===== src/rtl/bcd_xs3_serial_sequencer_if.sv =====
// Handshake bundle for the shared BCD to Excess-3 serial sequencer.
// Covers both requester ports, the response port and the converter link.
interface bcd_xs3_serial_sequencer_if #(
   parameter int DIGITS = 4
);
   localparam int W = 4 * DIGITS;

   logic         req0_valid;
   logic [W-1:0] req0_data;
   logic         req0_ready;
   logic         req1_valid;
   logic [W-1:0] req1_data;
   logic         req1_ready;
   logic         conv_x;
   logic         conv_rst_n;
   logic         conv_z;
   logic         rsp_valid;
   logic         rsp_ready;
   logic [W-1:0] rsp_data;
   logic         rsp_id;
   logic         rsp_err;
   logic         busy;

   modport master (
      output req0_valid, req0_data, req1_valid, req1_data,
      output conv_z, rsp_ready,
      input  req0_ready, req1_ready, conv_x, conv_rst_n,
      input  rsp_valid, rsp_data, rsp_id, rsp_err, busy
   );

   modport slave (
      input  req0_valid, req0_data, req1_valid, req1_data,
      input  conv_z, rsp_ready,
      output req0_ready, req1_ready, conv_x, conv_rst_n,
      output rsp_valid, rsp_data, rsp_id, rsp_err, busy
   );
endinterface


===== src/rtl/bcd_xs3_serial_sequencer.sv =====
// Round-robin front end sharing one bit-serial BCD to Excess-3 converter.
// Words stream LSB-first through the converter and return as parallel words.
module bcd_xs3_serial_sequencer #(
   parameter int DIGITS = 4
) (
   input  logic                      clock,
   input  logic                      reset,
   bcd_xs3_serial_sequencer_if.slave bus
);
   localparam int W  = 4 * DIGITS;
   localparam int CW = $clog2(W);

   typedef enum logic [1:0] {IDLE, CLR, SHIFT, RESP} state_e;

   state_e        state_q, state_d;
   logic          rr_q;
   logic          id_q;
   logic          err_q;
   logic [W-1:0]  word_q;
   logic [W-1:0]  res_q;
   logic [CW-1:0] cnt_q;

   logic          gnt0, gnt1, acc, acc_id, acc_bad;
   logic [W-1:0]  acc_data;

   function automatic logic has_bad_digit(input logic [W-1:0] w);
      logic bad;
      bad = 1'b0;
      for (int k = 0; k < DIGITS; k++) begin
         if (w[4*k +: 4] > 4'd9) bad = 1'b1;
      end
      return bad;
   endfunction

   // rr_q==0 prefers requester 0 when both are asking
   always_comb begin
      gnt0 = (state_q == IDLE) && bus.req0_valid &&
             (!bus.req1_valid || !rr_q);
      gnt1 = (state_q == IDLE) && bus.req1_valid &&
             (!bus.req0_valid || rr_q);
      acc      = gnt0 || gnt1;
      acc_id   = gnt1;
      acc_data = gnt1 ? bus.req1_data : bus.req0_data;
      acc_bad  = has_bad_digit(acc_data);
   end

   always_ff @(posedge clock) begin
      if (reset) state_q <= IDLE;
      else       state_q <= state_d;
   end

   always_comb begin
      state_d = state_q;
      unique case (state_q)
         IDLE:  if (acc) state_d = acc_bad ? RESP : CLR;
         CLR:   state_d = SHIFT;
         SHIFT: if (cnt_q == CW'(W - 1)) state_d = RESP;
         RESP:  if (bus.rsp_ready) state_d = IDLE;
         default: state_d = IDLE;
      endcase
   end

   always_ff @(posedge clock) begin
      if (reset) begin
         rr_q   <= 1'b0;
         id_q   <= 1'b0;
         err_q  <= 1'b0;
         word_q <= '0;
         res_q  <= '0;
         cnt_q  <= '0;
      end else begin
         unique case (state_q)
            IDLE: begin
               if (acc) begin
                  word_q <= acc_data;
                  id_q   <= acc_id;
                  rr_q   <= ~acc_id;
                  err_q  <= acc_bad;
                  res_q  <= '0;
               end
            end
            CLR: cnt_q <= '0;
            SHIFT: begin
               // result fills from the top so bit 0 lands last in place
               word_q <= {1'b0, word_q[W-1:1]};
               res_q  <= {bus.conv_z, res_q[W-1:1]};
               cnt_q  <= cnt_q + 1'b1;
            end
            default: ;
         endcase
      end
   end

   always_comb begin
      bus.req0_ready = gnt0;
      bus.req1_ready = gnt1;
      bus.conv_x     = 1'b0;
      bus.conv_rst_n = 1'b0;
      bus.rsp_valid  = 1'b0;
      bus.busy       = (state_q != IDLE);
      bus.rsp_data   = res_q;
      bus.rsp_id     = id_q;
      bus.rsp_err    = err_q;
      unique case (state_q)
         SHIFT: begin
            bus.conv_x     = word_q[0];
            bus.conv_rst_n = 1'b1;
         end
         RESP: bus.rsp_valid = 1'b1;
         default: ;
      endcase
   end
endmodule


===== src/flat_wrapper.sv =====
// flat-port wrapper written by rule: the top's interface ports become plain ports
module bcd_xs3_serial_sequencer_flat 
#(
   parameter int DIGITS = 4
)
  (clock, reset, bus_req0_valid, bus_req0_data, bus_req1_valid, bus_req1_data, bus_conv_z, bus_rsp_ready, bus_req0_ready, bus_req1_ready, bus_conv_x, bus_conv_rst_n, bus_rsp_valid, bus_rsp_data, bus_rsp_id, bus_rsp_err, bus_busy);
  bcd_xs3_serial_sequencer_if #(.DIGITS(DIGITS)) bus_i ();
  input  logic clock;
  input  logic reset;
  input wire logic [$bits(bus_i.req0_valid)-1:0] bus_req0_valid;
  input wire logic [$bits(bus_i.req0_data)-1:0] bus_req0_data;
  input wire logic [$bits(bus_i.req1_valid)-1:0] bus_req1_valid;
  input wire logic [$bits(bus_i.req1_data)-1:0] bus_req1_data;
  input wire logic [$bits(bus_i.conv_z)-1:0] bus_conv_z;
  input wire logic [$bits(bus_i.rsp_ready)-1:0] bus_rsp_ready;
  output wire logic [$bits(bus_i.req0_ready)-1:0] bus_req0_ready;
  output wire logic [$bits(bus_i.req1_ready)-1:0] bus_req1_ready;
  output wire logic [$bits(bus_i.conv_x)-1:0] bus_conv_x;
  output wire logic [$bits(bus_i.conv_rst_n)-1:0] bus_conv_rst_n;
  output wire logic [$bits(bus_i.rsp_valid)-1:0] bus_rsp_valid;
  output wire logic [$bits(bus_i.rsp_data)-1:0] bus_rsp_data;
  output wire logic [$bits(bus_i.rsp_id)-1:0] bus_rsp_id;
  output wire logic [$bits(bus_i.rsp_err)-1:0] bus_rsp_err;
  output wire logic [$bits(bus_i.busy)-1:0] bus_busy;
  assign bus_i.req0_valid = bus_req0_valid;
  assign bus_i.req0_data = bus_req0_data;
  assign bus_i.req1_valid = bus_req1_valid;
  assign bus_i.req1_data = bus_req1_data;
  assign bus_i.conv_z = bus_conv_z;
  assign bus_i.rsp_ready = bus_rsp_ready;
  assign bus_req0_ready = bus_i.req0_ready;
  assign bus_req1_ready = bus_i.req1_ready;
  assign bus_conv_x = bus_i.conv_x;
  assign bus_conv_rst_n = bus_i.conv_rst_n;
  assign bus_rsp_valid = bus_i.rsp_valid;
  assign bus_rsp_data = bus_i.rsp_data;
  assign bus_rsp_id = bus_i.rsp_id;
  assign bus_rsp_err = bus_i.rsp_err;
  assign bus_busy = bus_i.busy;
  bcd_xs3_serial_sequencer #(.DIGITS(DIGITS)) u_core (.clock(clock), .reset(reset), .bus(bus_i));
endmodule

===== config.mk =====
export PLATFORM = sky130hd
export DESIGN_NAME = bcd_xs3_serial_sequencer_flat
export DESIGN_NICKNAME = d
export VERILOG_FILES = /design/src/rtl/bcd_xs3_serial_sequencer_if.sv /design/src/rtl/bcd_xs3_serial_sequencer.sv /design/src/flat_wrapper.sv
export SDC_FILE = /design/constraint.sdc
export NUM_CORES = 1
export LEC_CHECK = 0
export ABC_AREA = 1
export BUFFER_PORTS_ARGS = -buffer_cell sky130_fd_sc_hd__buf_2
export CAP_MARGIN = 10
export CORE_MARGIN = 2
export CORE_UTILIZATION = 40
export CTS_BUF_LIST = sky130_fd_sc_hd__clkbuf_8
export DETAILED_ROUTE_END_ITERATION = 8
export GPL_ROUTABILITY_DRIVEN = 0
export SYNTH_ARGS = -nofsm -noshare
export SYNTH_HDL_FRONTEND = slang
export SYNTH_SLANG_ARGS = --single-unit

===== constraint.sdc =====
create_clock -name clock -period 4.5 [get_ports clock]
set_clock_uncertainty 0.1 [all_clocks]
set_input_delay 0.9 -clock clock [delete_from_list [all_inputs] [get_ports clock]]
set_output_delay 0.9 -clock clock [all_outputs]
set_load 0.01 [all_outputs]

==> flow_results.xml <==
<?xml version="1.0" encoding="UTF-8"?>
<metrics>
  <group name="drt">
    <metric name="remaining_drc_errors" unit="">0</metric>
    <metric name="post_drt_wl_per_cell" unit="um">12.0</metric>
    <metric name="detail-route-antenna-nets" unit="">0</metric>
    <metric name="first_pass_iters" unit="">4</metric>
    <metric name="detailroute.via_count" unit="">2025</metric>
    <metric name="detail_route.wirelength" unit="um">5070</metric>
    <metric name="drt-initial-drc-count" unit="">78</metric>
    <metric name="vias_per_cell" unit="">4.79</metric>
  </group>
  <group name="yosys">
    <metric name="synth_top_cells_by_count" unit="">sky130_fd_sc_hd__nand2_1 (85), sky130_fd_sc_hd__dfxtp_1 (41), sky130_fd_sc_hd__inv_1 (34), sky130_fd_sc_hd__a21oi_1 (30), sky130_fd_sc_hd__o211ai_1 (20)</metric>
    <metric name="post_synthesis_register_bit_count" unit="">41</metric>
    <metric name="synth-seq-area-share" unit="%">39.7</metric>
    <metric name="post-synth-top-count-cell" unit="">sky130_fd_sc_hd__nand2_1</metric>
    <metric name="synthesis.area" unit="mm^2">0.00207</metric>
    <metric name="post_synth.cell_area_avg" unit="um^2">6.98</metric>
    <metric name="yosysTopAreaCellShare" unit="%">39.7</metric>
    <metric name="synth_cell_type_count" unit="">27</metric>
    <metric name="async_reset_ff_share" unit="%">0</metric>
    <metric name="post_synth_inst_count" unit="">296</metric>
    <metric name="synth_top_flop_cell" unit="">sky130_fd_sc_hd__dfxtp_1</metric>
    <metric name="synth-edff-count" unit="">0</metric>
    <metric name="synth_area_leader_cell" unit="">sky130_fd_sc_hd__dfxtp_1</metric>
    <metric name="synth.yosys.warnings" unit="">0</metric>
    <metric name="synthTopCellsByArea" unit="">sky130_fd_sc_hd__dfxtp_1 (40%), sky130_fd_sc_hd__nand2_1 (15%), sky130_fd_sc_hd__a21oi_1 (7.3%), sky130_fd_sc_hd__o211ai_1 (7.3%), sky130_fd_sc_hd__inv_1 (6.2%)</metric>
    <metric name="synth_nets" unit="">339</metric>
  </group>
  <group name="floorplanning">
    <metric name="dieWidth" unit="um">75.9</metric>
    <metric name="initial_utilization" unit="%">41.0</metric>
    <metric name="ioPinCount" unit="">62</metric>
    <metric name="design.core.area" unit="mm^2">0.00504</metric>
    <metric name="chipHeight" unit="um">75.9</metric>
    <metric name="row_count" unit="">26</metric>
    <metric name="die_area" unit="mm^2">0.00576</metric>
  </group>
  <group name="sta">
    <metric name="timing_hold_violations_final" unit="">0</metric>
    <metric name="final_min_period" unit="ns">2.96</metric>
    <metric name="max_slew_margin" unit="%">52.0</metric>
    <metric name="setup_tns" unit="ns">0</metric>
    <metric name="tightest_slew" unit="ns">0.720</metric>
    <metric name="grt_setup_unrepaired" unit="">no</metric>
    <metric name="fmax" unit="MHz">338</metric>
    <metric name="final_setup_violating_endpoints" unit="">0</metric>
    <metric name="slew_viol_final" unit="">0</metric>
    <metric name="min_period_over_period" unit="%">65.7</metric>
  </group>
  <group name="worst_setup_path">
    <metric name="cp-end-kind" unit="">primary output</metric>
    <metric name="reg2reg_depth" unit="">8</metric>
    <metric name="cp-startpoint" unit="">u_core.state_q[0]$_SDFFE_PP0P_</metric>
    <metric name="worstPathMaxFanout" unit="">21</metric>
    <metric name="worst-endpoint-required" unit="ns">3.50</metric>
    <metric name="rr_startpoint" unit="">u_core.state_q[0]$_SDFFE_PP0P_</metric>
    <metric name="arrival" unit="ns">1.96</metric>
    <metric name="timing.critical_path.from_type" unit="">flip-flop</metric>
    <metric name="critPathKind" unit="">reg2out</metric>
  </group>
  <group name="layout">
    <metric name="final_cells" unit="">423</metric>
    <metric name="final_layout_size_suffix_gt1_share" unit="%">22.7</metric>
    <metric name="nNetsFinal" unit="">395</metric>
    <metric name="area_growth_syn_to_layout" unit="%">23.3</metric>
    <metric name="antennaDiodeCount" unit="">0</metric>
  </group>
  <group name="grt">
    <metric name="gr-usage-all-layers" unit="%">18.5</metric>
    <metric name="wire_length_of_the_first_global_routing_pass" unit="um">8090</metric>
    <metric name="aggregate_global_routing_overflow" unit="">0</metric>
    <metric name="first_global_vias" unit="">1732</metric>
    <metric name="largest_net_degree_at_the_start_of_global_routing" unit="">27</metric>
    <metric name="antenna_violations_before_repair" unit="">0</metric>
  </group>
  <group name="clock_tree">
    <metric name="post_cts_hold_buffer_count" unit="">0</metric>
    <metric name="cts-resized-gates" unit="">0</metric>
    <metric name="ctsHtreeMaxLevel" unit="">2</metric>
    <metric name="cts_inserted_buffers" unit="">5</metric>
    <metric name="worst_setup_hold_path_clk_slew" unit="ns">0.08</metric>
    <metric name="postCtsSetupRepairBufs" unit="">0</metric>
    <metric name="clock_latency_of_the_later_clocked_register_in_the_worst_skew_pair" unit="ns">0.29</metric>
    <metric name="clock_tree.root_cell" unit="">sky130_fd_sc_hd__clkbuf_8</metric>
    <metric name="clock_tree.buffer_depth" unit="">2</metric>
    <metric name="total_number_of_clock_tree_sinks" unit="">41</metric>
    <metric name="tritoncts" unit="">done</metric>
  </group>
  <group name="placed_design">
    <metric name="portBuffers" unit="">61</metric>
    <metric name="hpwlAfterDp" unit="um">3630</metric>
    <metric name="place_inst" unit="">415</metric>
  </group>
  <group name="power">
    <metric name="power_density" unit="mW/mm^2">572</metric>
    <metric name="peakVddDrop" unit="uV">200</metric>
    <metric name="totalPowerFinal" unit="W">0.00146</metric>
    <metric name="p_leak" unit="nW">1.28</metric>
  </group>
  <group name="min_path">
    <metric name="hp-start" unit="">u_core.word_q[4]$_SDFFE_PP0P_</metric>
    <metric name="worst_hold_path.num_cells" unit="">2</metric>
    <metric name="hold_path_class" unit="">reg2reg</metric>
  </group>
  <group name="run_status">
    <metric name="result_of_the_run" unit="">finished clean</metric>
  </group>
  <group name="run">
    <metric name="drv.max_cap_violation_count" unit="">0</metric>
  </group>
</metrics>
registers in the layout (all words and copies together), names as in the netlist:
name                 flops
u_core.cnt_q             4
u_core.bus.rsp_err       1
u_core.bus.rsp_data     16
u_core.state_q           2
u_core.bus.rsp_id        1
u_core.word_q           16
u_core.rr_q              1
path summary, 6_finish.rpt:
check	endpoint	slack [ns]
setup reg to reg	u_core.word_q[12]$_SDFFE_PP0P_	1.78
hold reg to reg	u_core.word_q[4]$_SDFFE_PP0P_	0.36
hold / removal	u_core.word_q[4]$_SDFFE_PP0P_	0.36
setup / recovery	bus_conv_x	1.54
kinds of logic (layout without fill, tap and decap cells):
family	after synthesis	count (layout)	synth area share (%)
DFF	41	41	39.7
buffers and inverters	52	109	10.2
adders and majority gates	5	5	3.03
AOI/OAI and AO/OA	69	69	19.7
and+or+nand+nor	129	129	27.3
through the flow:
stage          hold slack [ns]  cell area (um^2)  utilization [%]  setup slack (ns)
3_3_place_gp             0.346              2410             47.8              1.75
5_1_grt                  0.397              2550             50.5              1.39
6_report                 0.364              2550             50.5              1.54
3_5_place_dp             0.350              2410             47.8              1.72
2_1_floorplan            0.331              2070                -              2.13
4_1_cts                  0.363              2550             50.5              1.52
layout by cell type, fill, tap and decap left out, types with 3 or more instances in the layout:
cell type,count
sky130_fd_sc_hd__nand3_1,19
sky130_fd_sc_hd__clkbuf_8,5
sky130_fd_sc_hd__buf_2,61
sky130_fd_sc_hd__nor3_1,3
sky130_fd_sc_hd__o211ai_1,20
sky130_fd_sc_hd__a21oi_1,30
sky130_fd_sc_hd__o21ai_0,7
sky130_fd_sc_hd__nor2_1,7
sky130_fd_sc_hd__ha_1,5
sky130_fd_sc_hd__or2_2,3
sky130_fd_sc_hd__dfxtp_1,41
sky130_fd_sc_hd__nand3b_1,7
sky130_fd_sc_hd__o21ai_1,6
sky130_fd_sc_hd__nand2_1,85
sky130_fd_sc_hd__inv_1,34
sky130_fd_sc_hd__a31oi_1,3
report_power, final:
| part | internal [W] | total (W) | switching, W |
|---|---|---|---|
| sequential | 0.000449 | 0.000493 | 0.0000437 |
| clock | 0.000223 | 0.000358 | 0.000135 |
| combinational | 0.000205 | 0.000606 | 0.000401 |
final cells by class:
| cell class | count | area [um^2] |
|---|---|---|
| Clock inverter | 3 | 68.8 |
| Inverter | 38 | 145 |
| Fill cell | 524 | 2500 |
| Clock buffer | 5 | 68.8 |
| Multi-Input combinational cell | 203 | 1030 |
| Sequential cell | 41 | 821 |
| Tap cell | 70 | 87.6 |
| Timing Repair Buffer | 63 | 320 |
critical path, cell delays in order (launching register included):
cell	delay, ns
sky130_fd_sc_hd__dfxtp_1	0.32
sky130_fd_sc_hd__inv_1	0.11
sky130_fd_sc_hd__ha_1	0.64
sky130_fd_sc_hd__buf_4	0.36
sky130_fd_sc_hd__nand2_1	0.08
sky130_fd_sc_hd__inv_1	0.05
sky130_fd_sc_hd__buf_2	0.11
layer usage:
metal	routed length, um	vias to the layer above	track usage (%)
met5	0	-	0
met4	63	0	5.26
met3	236	5	4.63
met2	2160	48	26.9
met1	2610	890	27.0
li1	-	1082	-
No activity file was read; power rests on OpenSTA's default activity.
